--- src/rtl/mario_motion_pkg.sv ---
// Shared definitions for the player-motion engine: state encoding and sizing helpers.
package mario_motion_pkg;

  localparam int unsigned STATE_W = 2;

  typedef enum logic [STATE_W-1:0] {
    GROUND = 2'd0,
    JUMP   = 2'd1,
    FALL   = 2'd2,
    DEAD   = 2'd3
  } motion_state_e;

  // Jump counter width, never below one bit.
  function automatic int unsigned cnt_width(input int unsigned n);
    return (n > 1) ? $clog2(n) : 1;
  endfunction

endpackage

--- src/rtl/sat_step.sv ---
// Saturating single-step add/subtract with clamps; one extra bit so nothing wraps.
module sat_step #(
  parameter int unsigned W    = 8,
  parameter int unsigned STEP = 1,
  parameter int unsigned LO   = 0,
  parameter int unsigned HI   = 255
) (
  input  logic [W-1:0] val,
  input  logic         inc,
  input  logic         dec,
  output logic [W-1:0] res_c,
  output logic         clamp_c
);

  localparam int unsigned EW = W + 1;

  logic [EW-1:0] ext;
  logic [EW-1:0] sum;
  logic [EW-1:0] diff;
  logic [EW-1:0] dn_bound;

  always_comb begin
    ext      = EW'(val);
    sum      = ext + EW'(STEP);
    diff     = ext - EW'(STEP);
    dn_bound = EW'(LO) + EW'(STEP);
    res_c    = val;
    clamp_c  = 1'b0;
    if (inc) begin
      clamp_c = (sum > EW'(HI));
      res_c   = clamp_c ? W'(HI) : W'(sum);
    end else if (dec) begin
      // val - STEP < LO, evaluated without forming a negative value
      clamp_c = (ext < dn_bound);
      res_c   = clamp_c ? W'(LO) : W'(diff);
    end
  end

endmodule

--- src/rtl/mario_motion.sv ---
// Player-motion engine: sprite position plus ground/jump/fall/dead state, one step per frame tick.
module mario_motion
  import mario_motion_pkg::*;
#(
  parameter int unsigned X_W        = 8,
  parameter int unsigned Y_W        = 8,
  parameter int unsigned X_MIN      = 1,
  parameter int unsigned X_MAX      = 147,
  parameter int unsigned Y_MIN      = 0,
  parameter int unsigned Y_DEAD     = 104,
  parameter int unsigned X_INIT     = 4,
  parameter int unsigned Y_INIT     = 89,
  parameter int unsigned SPEED_X    = 1,
  parameter int unsigned SPEED_Y    = 1,
  parameter int unsigned JUMP_TICKS = 16
) (
  input  logic               clk,
  input  logic               resetn,
  input  logic               tick,
  input  logic               load,
  input  logic [X_W-1:0]     load_x,
  input  logic [Y_W-1:0]     load_y,
  input  logic               left,
  input  logic               right,
  input  logic               jump,
  input  logic               solid_left,
  input  logic               solid_right,
  input  logic               solid_above,
  input  logic               solid_below,
  output logic [X_W-1:0]     pos_x,
  output logic [Y_W-1:0]     pos_y,
  output logic [STATE_W-1:0] state,
  output logic               dead,
  output logic               moved
);

  localparam int unsigned CNT_W = cnt_width(JUMP_TICKS);
  localparam int unsigned Y_TOP = (32'd1 << Y_W) - 32'd1;

  motion_state_e  st_q, st_n;
  logic [CNT_W-1:0] cnt_q, cnt_n;
  logic           jp_q, jp_n;
  logic [X_W-1:0] x_n, x_step;
  logic [Y_W-1:0] y_n, y_step;
  logic           dead_n, moved_n;
  logic           x_inc, x_dec, y_inc, y_dec;
  logic           x_clamp, y_clamp;
  logic           unused_x_clamp;

  assign x_inc = right & ~left & ~solid_right;
  assign x_dec = left & ~right & ~solid_left;
  assign y_inc = (st_q == FALL) & ~solid_below;
  assign y_dec = (st_q == JUMP);
  assign unused_x_clamp = x_clamp;

  sat_step #(.W(X_W), .STEP(SPEED_X), .LO(X_MIN), .HI(X_MAX)) u_step_x (
    .val(pos_x), .inc(x_inc), .dec(x_dec), .res_c(x_step), .clamp_c(x_clamp)
  );

  sat_step #(.W(Y_W), .STEP(SPEED_Y), .LO(Y_MIN), .HI(Y_TOP)) u_step_y (
    .val(pos_y), .inc(y_inc), .dec(y_dec), .res_c(y_step), .clamp_c(y_clamp)
  );

  // Next-state and next-position logic
  always_comb begin
    st_n   = st_q;
    cnt_n  = cnt_q;
    jp_n   = jp_q;
    x_n    = pos_x;
    y_n    = pos_y;
    dead_n = dead;
    if (load) begin
      x_n    = load_x;
      y_n    = load_y;
      st_n   = FALL;
      cnt_n  = '0;
      dead_n = 1'b0;
    end else if (tick && st_q != DEAD) begin
      jp_n = jump;
      x_n  = x_step;
      case (st_q)
        GROUND: begin
          if (jump && !jp_q && !solid_above) begin
            st_n  = JUMP;
            cnt_n = '0;
          end else if (!solid_below) begin
            st_n = FALL;
          end
        end
        JUMP: begin
          if (solid_above || y_clamp) begin
            st_n = FALL;
          end else begin
            // the ascent at the last counter value still moves, giving JUMP_TICKS steps
            y_n   = y_step;
            cnt_n = cnt_q + CNT_W'(1);
            if (cnt_q == CNT_W'(JUMP_TICKS - 1)) st_n = FALL;
          end
        end
        FALL: begin
          if (solid_below) begin
            st_n = GROUND;
          end else begin
            y_n = y_step;
            if (y_step >= Y_W'(Y_DEAD)) begin
              st_n   = DEAD;
              dead_n = 1'b1;
            end
          end
        end
        default: ;
      endcase
    end
    moved_n = (x_n != pos_x) || (y_n != pos_y);
  end

  always_ff @(posedge clk or negedge resetn) begin
    if (!resetn) begin
      pos_x <= X_W'(X_INIT);
      pos_y <= Y_W'(Y_INIT);
      st_q  <= FALL;
      cnt_q <= '0;
      jp_q  <= 1'b0;
      dead  <= 1'b0;
      moved <= 1'b0;
    end else begin
      pos_x <= x_n;
      pos_y <= y_n;
      st_q  <= st_n;
      cnt_q <= cnt_n;
      jp_q  <= jp_n;
      dead  <= dead_n;
      moved <= moved_n;
    end
  end

  assign state = st_q;

endmodule
--- config.mk ---
export PLATFORM = sky130hd
export DESIGN_NAME = mario_motion
export DESIGN_NICKNAME = d
export VERILOG_FILES = /design/src/rtl/mario_motion_pkg.sv /design/src/rtl/sat_step.sv /design/src/rtl/mario_motion.sv
export SDC_FILE = /design/constraint.sdc
export NUM_CORES = 1
export LEC_CHECK = 0
export ABC_AREA = 1
export BUFFER_PORTS_ARGS = -buffer_cell sky130_fd_sc_hd__clkbuf_2
export CAP_MARGIN = 15
export CORE_MARGIN = 1.5
export CORE_UTILIZATION = 59
export DETAILED_ROUTE_END_ITERATION = 7
export GPL_ROUTABILITY_DRIVEN = 0
export HOLD_SLACK_MARGIN = 0.05
export PLACE_DENSITY = 0.88
export SLEW_MARGIN = 20
export SYNTH_ARGS = -nofsm -noshare
export SYNTH_HDL_FRONTEND = slang
export SYNTH_SLANG_ARGS = --single-unit
--- constraint.sdc ---
create_clock -name clk -period 3.6 [get_ports clk]
set_clock_uncertainty 0.05 [all_clocks]
set_input_delay 0.72 -clock clk [delete_from_list [all_inputs] [get_ports clk]]
set_output_delay 0.72 -clock clk [all_outputs]
set_load 0.05 [all_outputs]
Word-level counts from Yosys, hierarchy flattened:

Index checks and enable logic that the tools add are counted.
Widths: inputs -> output; s select.

* latch bits: 0
* bits in registers: 25
* bits in read-only memories: 0
* bits in writable memories: 0
* memories kept: 0
* logic and storage cells: 93
* bits of input ports: 27

* add/subtract/negate cells: 5
* equality and inequality tests: 12
* div/mod/pow operators: 0
* shift-type cells: 0
* multiplexer cells: 36
* magnitude comparators: 5
* bitwise gates (word level): 11
* multiply operators: 0
* reductions and logical operators: 17

Operator list (number)
* $mux 8: 14
* $add 8x1->9 const B: 2
* $gt 9x8->1 const B: 2
* $mux 2: 8
* $mux 4: 4
* $ne 8x8->1: 2
* $pmux 8 s2: 1
* $sub 8x1->8 const B: 2
* $ge 8x7->1 const B: 1
* $lt 8x1->1 const B: 1
* $lt 8x2->1 const B: 1
* $ne 4x4->1 const B: 2
* $pmux 4 s2: 1
* $reduce_and 4->1: 2
* $mux 1: 7
* $ne 3x3->1 const B: 2
* $not 1->1: 6
* $pmux 2 s3: 1
* $reduce_bool 2->1: 3
* $and 1x1->1: 5
* $reduce_and 5->1: 1
* $add 4x1->4 const B: 1
* $eq 4x4->1 const B: 1
* $ne 2x2->1 const B: 2
* other kinds (10): 14

Logic depth before layout (Yosys ltp):

Gate-level depths: netlist of run 1.

* depth in word-level cells: 10
* depth in mapped cells: 23
* gate-level depth less buffers: 22

Modules after synthesis:

Synthesis of run 1 repeated with hierarchy kept, for this count alone.

* cell total of the unflattened synthesis: 500
* area total of the unflattened synthesis: 2955.3 sq um

By module, submodules not included
* mario_motion: area an instance 1833.0 sq um, cells each 286, seq. area each 633.1 sq um, instances 1
* sat_step at u_step_y: area an instance 593.1 sq um, cells each 110, seq. area each 0.0 sq um, instances 1
* sat_step at u_step_x: area an instance 529.3 sq um, cells each 104, seq. area each 0.0 sq um, instances 1

Worst setup path before layout of run 1:

OpenSTA, ideal clock, no wires.

* path kind: register to register
* from: register pos_y[0]
* to: register moved
* required time: 3.420 ns
* setup slack: 0.829 ns
* library setup time: 0.130 ns
* arrival time: 2.590 ns
* stages on the path, launching flop included: 23
* cell sequence: dfstp_2 > buf_2 > inv_1 > ha_1 > nand2_1 > nor2_1 > nand3_1 > nor2_1 > nand2_2 > nand2_4 > nand2_4 > nand2_8 > inv_4 > nand2_1 > nand3_1 > nand2_1 > nand2_1 > nand2_1 > nand2_1 > nand2_1 > nand2_1 > nor2_1 > nand4_1

* cells in the longest elaborated chain, start to end: 10
* elaborated cells on any way between the ends: 18
* those cells by class: add/sub (2); order compare (2); eq/ne (1); mux (11); reduce/logical (2)

Ends and longest elaborated chain
* start, declared: RTL line mario_motion.sv:31 `output logic [Y_W-1:0] pos_y,`
* start signal, assigned: RTL line mario_motion.sv:120 `pos_y <= Y_W'(Y_INIT);`
* start signal, assigned: RTL line mario_motion.sv:128 `pos_y <= y_n;`
* $add 8x1->9, or another cell as far along: RTL line sat_step.sv:24 `sum = ext + EW'(STEP);`
* $gt 9x8->1, or another cell as far along: RTL line sat_step.sv:30 `clamp_c = (sum > EW'(HI));`
* $mux 8, or another cell as far along: RTL line sat_step.sv:31 `res_c = clamp_c ? W'(HI) : W'(sum);`
* $mux 8 or $logic_or 1x1->1 (tied branches): RTL line sat_step.sv:29, mario_motion.sv:91
* $mux 8, on equally long branches: RTL line mario_motion.sv:101, mario_motion.sv:91
* $pmux 8 s2: RTL line mario_motion.sv:81 `case (st_q)`
* $mux 8: RTL line mario_motion.sv:78 `end else if (tick && st_q != DEAD) begin`
* $mux 8: RTL line mario_motion.sv:72 `if (load) begin`
* $ne 8x8->1 *: RTL line mario_motion.sv:114 `moved_n = (x_n != pos_x) || (y_n != pos_y);`
* $logic_or 1x1->1 *: RTL line mario_motion.sv:114
* net moved_n: RTL line mario_motion.sv:45 `logic dead_n, moved_n;`
* end signal, assigned: RTL line mario_motion.sv:133 `moved <= moved_n;`
* end, declared: RTL line mario_motion.sv:34 `output logic moved`

Mark *: on every way through the listed nets, which the timed path passes. The rest lies on a longest branch.
A chain may end at the register's enable or synchronous reset.

Final worst setup path of run 1:

Ends and elaborated chain as after synthesis.

==> summary.txt, run 1 <==
Post-Synthesis Cells -> 541
Synth Warn # -> 0
Final Slew Violations -> 0
Largest net degree at the start of global routing -> 26
P&R area growth vs syn -> 9.88%
Avg Cell Area, Syn -> 5.71 sq um
Hold Path Class -> primary input to async pin
Wire length per cell -> 13.2 um
Fmax -> 338 MHz
First-pass GRT wire length -> 13,900 um
Register area share after synthesis -> 0.205
Peak fanout along the critical path -> 12
Place WS -> 619 ps
CTS max path bufs -> 2
Status -> completed
# rows -> 26
ANT cells -> 0
Post-Syn Area -> 0.00309 sq mm
# setup viols final -> 0
Die area -> 0.00568 sq mm
Setup bufs post-CTS -> 0
Tmin final -> 2960 ps
FF-to-FF path depth -> 21
Synth async-reset ratio -> 1.00
Crit Path Class -> flop to flop
Vias after detailed routing -> 3,759
Post-DRT Antenna Nets -> 0
RSZ-0062 raised after global routing -> no
R2R Path Start -> pos_y[0]$_DFF_PN1_
Worst Path Required -> 3700 ps
Resized Gates After CTS -> 0
Power density cells -> 628 mW/mm^2
Die Ht -> 75.4 um
Share of cells above drive strength 1 -> 0.162
Hold buffer count at CTS -> 0
Initial antenna violation count -> 0
GR Util All Layers -> 0.311
Core ar. -> 0.00507 sq mm
Final Power -> 0.00213 W
Width of the die -> 75.4 um
Root Buffer -> clkbuf_8
Final Cell Area -> 0.00339 sq mm
Fill cell count -> 479
Static leakage -> 1.84 nW
Drt initial violations -> 400
Final hold violations -> 0
Tightest Pin Transition -> 605 ps
DR DRC count -> 0
Detailed Place HPWL -> 6700 um
Number of synthesized flops with an enable pin -> 0
Placement Cell Area -> 0.00335 sq mm
Cts bufs inserted -> 3
Clk sinks -> 25
Post-synthesis net count -> 579
Port bufs -> 46
Worst setup EP type -> flop
Period utilization -> 0.823
Synth Flop Type -> dfrtp_1
Area of the multi-input gates -> 0.00211 sq mm
Crit path launch type -> flop
Slew headroom -> 0.597
Pre-antenna DRT Iters -> 5
Setup slack, reg-to-reg -> 640 ps
CTS tree -> yes
Max-Cap Viols -> 0
Drt total wl -> 8590 um
Worst setup slack after layout -> 637 ps
# IOs -> 47
Starting Density -> 0.609
Worst skew pair latency -> 260 ps
Post-synthesis register bit count -> 25
R2R Path End -> moved$_DFF_PN0_
Fin nets -> 621
Worst VDD drop -> 0.000565 V
TNS Setup -> 0 ps
Storage cell area -> 633 sq um
Htree depth -> 1
Cell variety after synth -> 38
Total grt overflow -> 0
Drt via density -> 5.77
CTS clk-pin slew, worst paths -> 80 ps
Number of global-route vias before repair -> 3,172
Critical path arrival -> 3060 ps
-- synthesized netlist by cell type (4+ instances only) --
library cell,n,area (sq um)
a21oi_1,30,150
buf_2,6,30.0
dfrtp_1,19,475
dfstp_2,6,158
ha_1,11,138
inv_1,60,225
nand2_1,184,691
nand2_2,4,25.0
nand3_1,68,340
nand4_1,20,125
nor2_1,51,191
nor2_2,4,25.0
nor3_1,9,45.0
o21ai_0,16,80.1
or2_2,16,100
-- flip-flops by register name, indices dropped and copies added, names as in the netlist --
name	count
pos_x	8
dead	1
moved	1
cnt_q	4
jp_q	1
state	2
pos_y	8
-- placed cells by master, fill, tap and decap left out, drive strengths merged --
cell type,netlist,layout
nor3,9,9
o221ai,1,1
dfstp,6,6
clkinv,3,4
ha,11,11
inv,65,65
nor3b,1,1
o211ai,3,3
a31oi,1,1
o21bai,3,3
nand3,68,68
nor2,55,55
nand4,20,20
a21oi,30,30
o311ai,1,1
dfrtp,19,19
a311oi,1,1
o31ai,1,1
a21boi,1,1
o21ai,17,17
nand3b,2,2
clkbuf,3,49
a22oi,2,2
buf,9,3
xor2,2,2
or2,16,16
nand2,191,191
-- metal layers --
| metal | vias up | GRT usage | share of wire |
|---|---|---|---|
| met2 | 262 | 0.495 | 0.45 |
| met3 | 24 | 0.0437 | 0.10 |
| li1 | 1835 | - | - |
| met4 | 0 | 0.101 | 0.019 |
| met1 | 1638 | 0.435 | 0.43 |
| met5 | - | 0 | 0 |
-- critical path: stages (launching register included) --
cell and delay, ps:
dfstp_2 690, inv_1 190, ha_1 370, nand2_1 70, nor2_1 130, nand3_1 90, nor2_1 110, nand2_2 100
nand2_4 90, nand2_4 110, nand2_8 110, nand2_1 50, nand3_1 70, nand2_1 50, nand2_1 70, nand2_1 70
nand2_1 90, nand2_1 50, nand2_1 60, nand2_1 70, nor2_1 90, nand4_1 70
-- power by group --
part / switching, W / internal [W] / leakage (nW)
Sequential: 0.000152 / 0.000367 / 0.289
Combinational: 0.00103 / 0.000421 / 1.53
Clock: 0.0000834 / 0.0000772 / 0.0255
Total: 0.00127 / 0.000865 / 1.84
-- worst max path at each step --
stage                     slack, ps  cells after the start          startpoint                    to
after floorplan                 830                     22  pos_y[0]$_DFF_PN1_       moved$_DFF_PN0_
after global placement          630                     15         solid_below  state[0]$_DFFE_PN0P_
after detailed placement        620                     15         solid_below  state[0]$_DFFE_PN0P_
after CTS                       690                     21  pos_y[0]$_DFF_PN1_       moved$_DFF_PN0_
after global routing            370                     22  pos_y[0]$_DFF_PN1_       moved$_DFF_PN0_
final                           640                     21  pos_y[0]$_DFF_PN1_       moved$_DFF_PN0_
-- layout make-up --
cell class,instances,area share
Tap cell,70,0.0258
Clock buffer,3,0.0122
Timing Repair Buffer,49,0.0745
Clock inverter,1,0.00147
Multi-Input combinational cell,436,0.623
Sequential cell,25,0.187
Inverter,68,0.0770
-- cells by family after synthesis --
family	Yosys count	share of synthesized area
DFF	25	0.205
adders and majority gates	11	0.0446
AOI/OAI and AO/OA	61	0.113
buffers and inverters	80	0.111
xor gates and xnor gates	2	0.00567
and+or+nand+nor	362	0.520
-- metrics by stage --
| step | util | hold slack [ps] | instances |
|---|---|---|---|
| 3_5_place_dp | 0.660 | 431 | 648 |
| 3_3_place_gp | 0.660 | 422 | 648 |
| 5_1_grt | 0.669 | 442 | 652 |
| 4_1_cts | 0.669 | 414 | 652 |
| 2_1_floorplan | - | 374 | 541 |
| 6_report | 0.669 | 393 | 652 |
No activity file was read; power rests on OpenSTA's default activity.
==> inputs of run 2 (changes only) <==
--- a/config.mk
+++ b/config.mk
@@ -9,11 +9,11 @@
 export BUFFER_PORTS_ARGS = -buffer_cell sky130_fd_sc_hd__clkbuf_2
 export CAP_MARGIN = 15
 export CORE_MARGIN = 1.5
-export CORE_UTILIZATION = 59
+export CORE_UTILIZATION = 53
 export DETAILED_ROUTE_END_ITERATION = 7
 export GPL_ROUTABILITY_DRIVEN = 0
 export HOLD_SLACK_MARGIN = 0.05
-export PLACE_DENSITY = 0.88
+export PLACE_DENSITY = 0.84
 export SLEW_MARGIN = 20
 export SYNTH_ARGS = -nofsm -noshare
 export SYNTH_HDL_FRONTEND = slang
==> constraint.sdc (replaced) <==
create_clock -name clk -period 2.5 [get_ports clk]
set_clock_uncertainty 0.05 [all_clocks]
set_input_delay 0.5 -clock clk [delete_from_list [all_inputs] [get_ports clk]]
set_output_delay 0.5 -clock clk [all_outputs]
set_load 0.05 [all_outputs]
==> summary.txt, run 2 (synthesis gave the netlist of run 1 again) <==
Status -> finished, violations left
Failing checks -> setup timing
CTS tree -> yes
CTS clk-pin slew, worst paths -> 100 ps
Share of cells above drive strength 1 -> 0.296
ANT cells -> 0
R2R Path Start -> pos_y[0]$_DFF_PN1_
Hold Path Class -> primary input to async pin
Sequential share of power -> 0.184
Peak fanout along the critical path -> 6
Port bufs -> 46
GR Util All Layers -> 0.318
DR DRC count -> 0
Drt total wl -> 10,800 um
Crit Path Class -> flop to flop
Tightest Pin Transition -> 640 ps
Tmin final -> 2780 ps
Starting Density -> 0.554
Worst Path Required -> 2610 ps
M1 WL -> 4080 um
Critical path arrival -> 2890 ps
Total grt overflow -> 0
Die Ht -> 79.3 um
Worst VDD drop -> 0.000686 V
Clk sinks -> 25
Number of global-route vias before repair -> 3,606
Clock share of power -> 0.065
Commonest non-fill, non-tap cell in the layout -> nand2_1
Placement Cell Area -> 0.00367 sq mm
Die area -> 0.00630 sq mm
# IOs -> 47
Highest Signal Layer -> met4
First-pass GRT wire length -> 16,200 um
RSZ-0062 raised after global routing -> yes
WL met2 -> 4950 um
Root Buffer -> clkbuf_8
Most frequent cells in the layout -> nand2_1 (171), nand3_1 (60), inv_1 (54)
Drt initial violations -> 632
Wire length per cell -> 15.2 um
Final Cell Area -> 0.00401 sq mm
Top Registers -> pos_x x8, pos_y x8, cnt_q x4
Post-DRT Antenna Nets -> 0
Worst skew pair latency -> 280 ps
Met3 layer wire length in the routed design -> 1210 um
Htree depth -> 1
Slew headroom -> 0.574
Final Slew Violations -> 0
Largest net degree at the start of global routing -> 26
Sw Ratio -> 0.571
CTS max path bufs -> 2
Crit path launch type -> flop
Width of the die -> 79.3 um
Static leakage -> 2.12 nW
Pre-antenna DRT Iters -> 7
Vias after detailed routing -> 4,247
Pint -> 0.00164 W
# setup viols final -> 8
Fmax -> 360 MHz
Fin nets -> 674
Power density cells -> 956 mW/mm^2
Sw Pwr -> 0.00219 W
Post-Layout Cell Count -> 707
Drt via density -> 6.01
Comb pwr share -> 0.751
Worst setup slack after layout -> -280 ps
P&R area growth vs syn -> 29.7%
Core ar. -> 0.00557 sq mm
# rows -> 27
Worst hold margin -> 172 ps
Critical Path Source -> pos_y[0]$_DFF_PN1_
Final hold violations -> 0
Placed insts -> 689
Worst setup EP type -> flop
TNS Setup -> -1090 ps
Initial antenna violation count -> 0
Period utilization -> 1.11
Detailed Place HPWL -> 7500 um
Max-Cap Viols -> 0
Cts bufs inserted -> 3
## run 2: repair_timing
item                                    4_1_cts  5_1_grt
endpoints found under the setup margin        3       11
gates resized for setup                      14       40
pin swaps                                     9       19
setup buffers                                 4        8
hold buffers                                  0        0
gates cloned                                  2        0
## run 2: power by group through the flow
stage	Clock [W]	Combinational (W)	Sequential, W
floorplan	0	0.00141	0.000953
global placement	0	0.00237	0.000696
detailed placement	0	0.00240	0.000704
CTS	0.000247	0.00250	0.000708
global route	0.000268	0.00308	0.000721
finish	0.000248	0.00288	0.000706
## run 2: through the flow
| stage | utilization | setup slack (ps) | total power (W) |
|---|---|---|---|
| after floorplan | - | -123 | 0.00236 |
| after global placement | 0.659 | -34.6 | 0.00306 |
| after detailed placement | 0.659 | -83.9 | 0.00311 |
| after CTS | 0.685 | -40.6 | 0.00345 |
| after global routing | 0.719 | -426 | 0.00407 |
| final | 0.719 | -280 | 0.00383 |
## run 2: area by class of cell
cell class | count | area [sq um]
Tap cell | 72 | 90.1
Clock inverter | 1 | 5.00
Multi-Input combinational cell | 438 | 2310
Clock buffer | 3 | 41.3
Inverter | 68 | 270
Timing Repair Buffer | 100 | 654
Fill cell | 440 | 1570
Sequential cell | 25 | 634
## run 2: per-layer routing
layer,vias to the layer above,track usage
li1,1952,-
met5,-,0
met1,1840,0.413
met2,359,0.533
met3,96,0.0598
met4,0,0.0965
## run 2: critical path, stage by stage (launching register included)
cell     delay (ps)
dfstp_2         630
buf_4           140
buf_6           120
nand3_2         100
inv_2            90
nand2_1          50
nand2_1          50
nand2_1          90
nor2_2          100
nand2_2         100
nand2_4         120
nand2_8          80
nand2_8         110
nand2_4          50
nand3_2          60
nand2_1          70
nand2_1          90
nand2_2          60
nand2_2          80
nand2_2          40
nand2_1          70
nand2_1          70
nor2_1          130
nand4_1          90
## run 2: path summary, 6_finish.rpt
check,end,slack [ps],cells after the start
setup / recovery,moved$_DFF_PN0_,-280,23
hold / removal,pos_x[7]$_DFF_PN0_,170,1
setup reg to reg,moved$_DFF_PN0_,-280,23
hold reg to reg,jp_q$_DFFE_PN0P_,450,2
max in group asynchronous,pos_y[1]$_DFF_PN0_,1780,1
min in group clk,jp_q$_DFFE_PN0P_,450,3
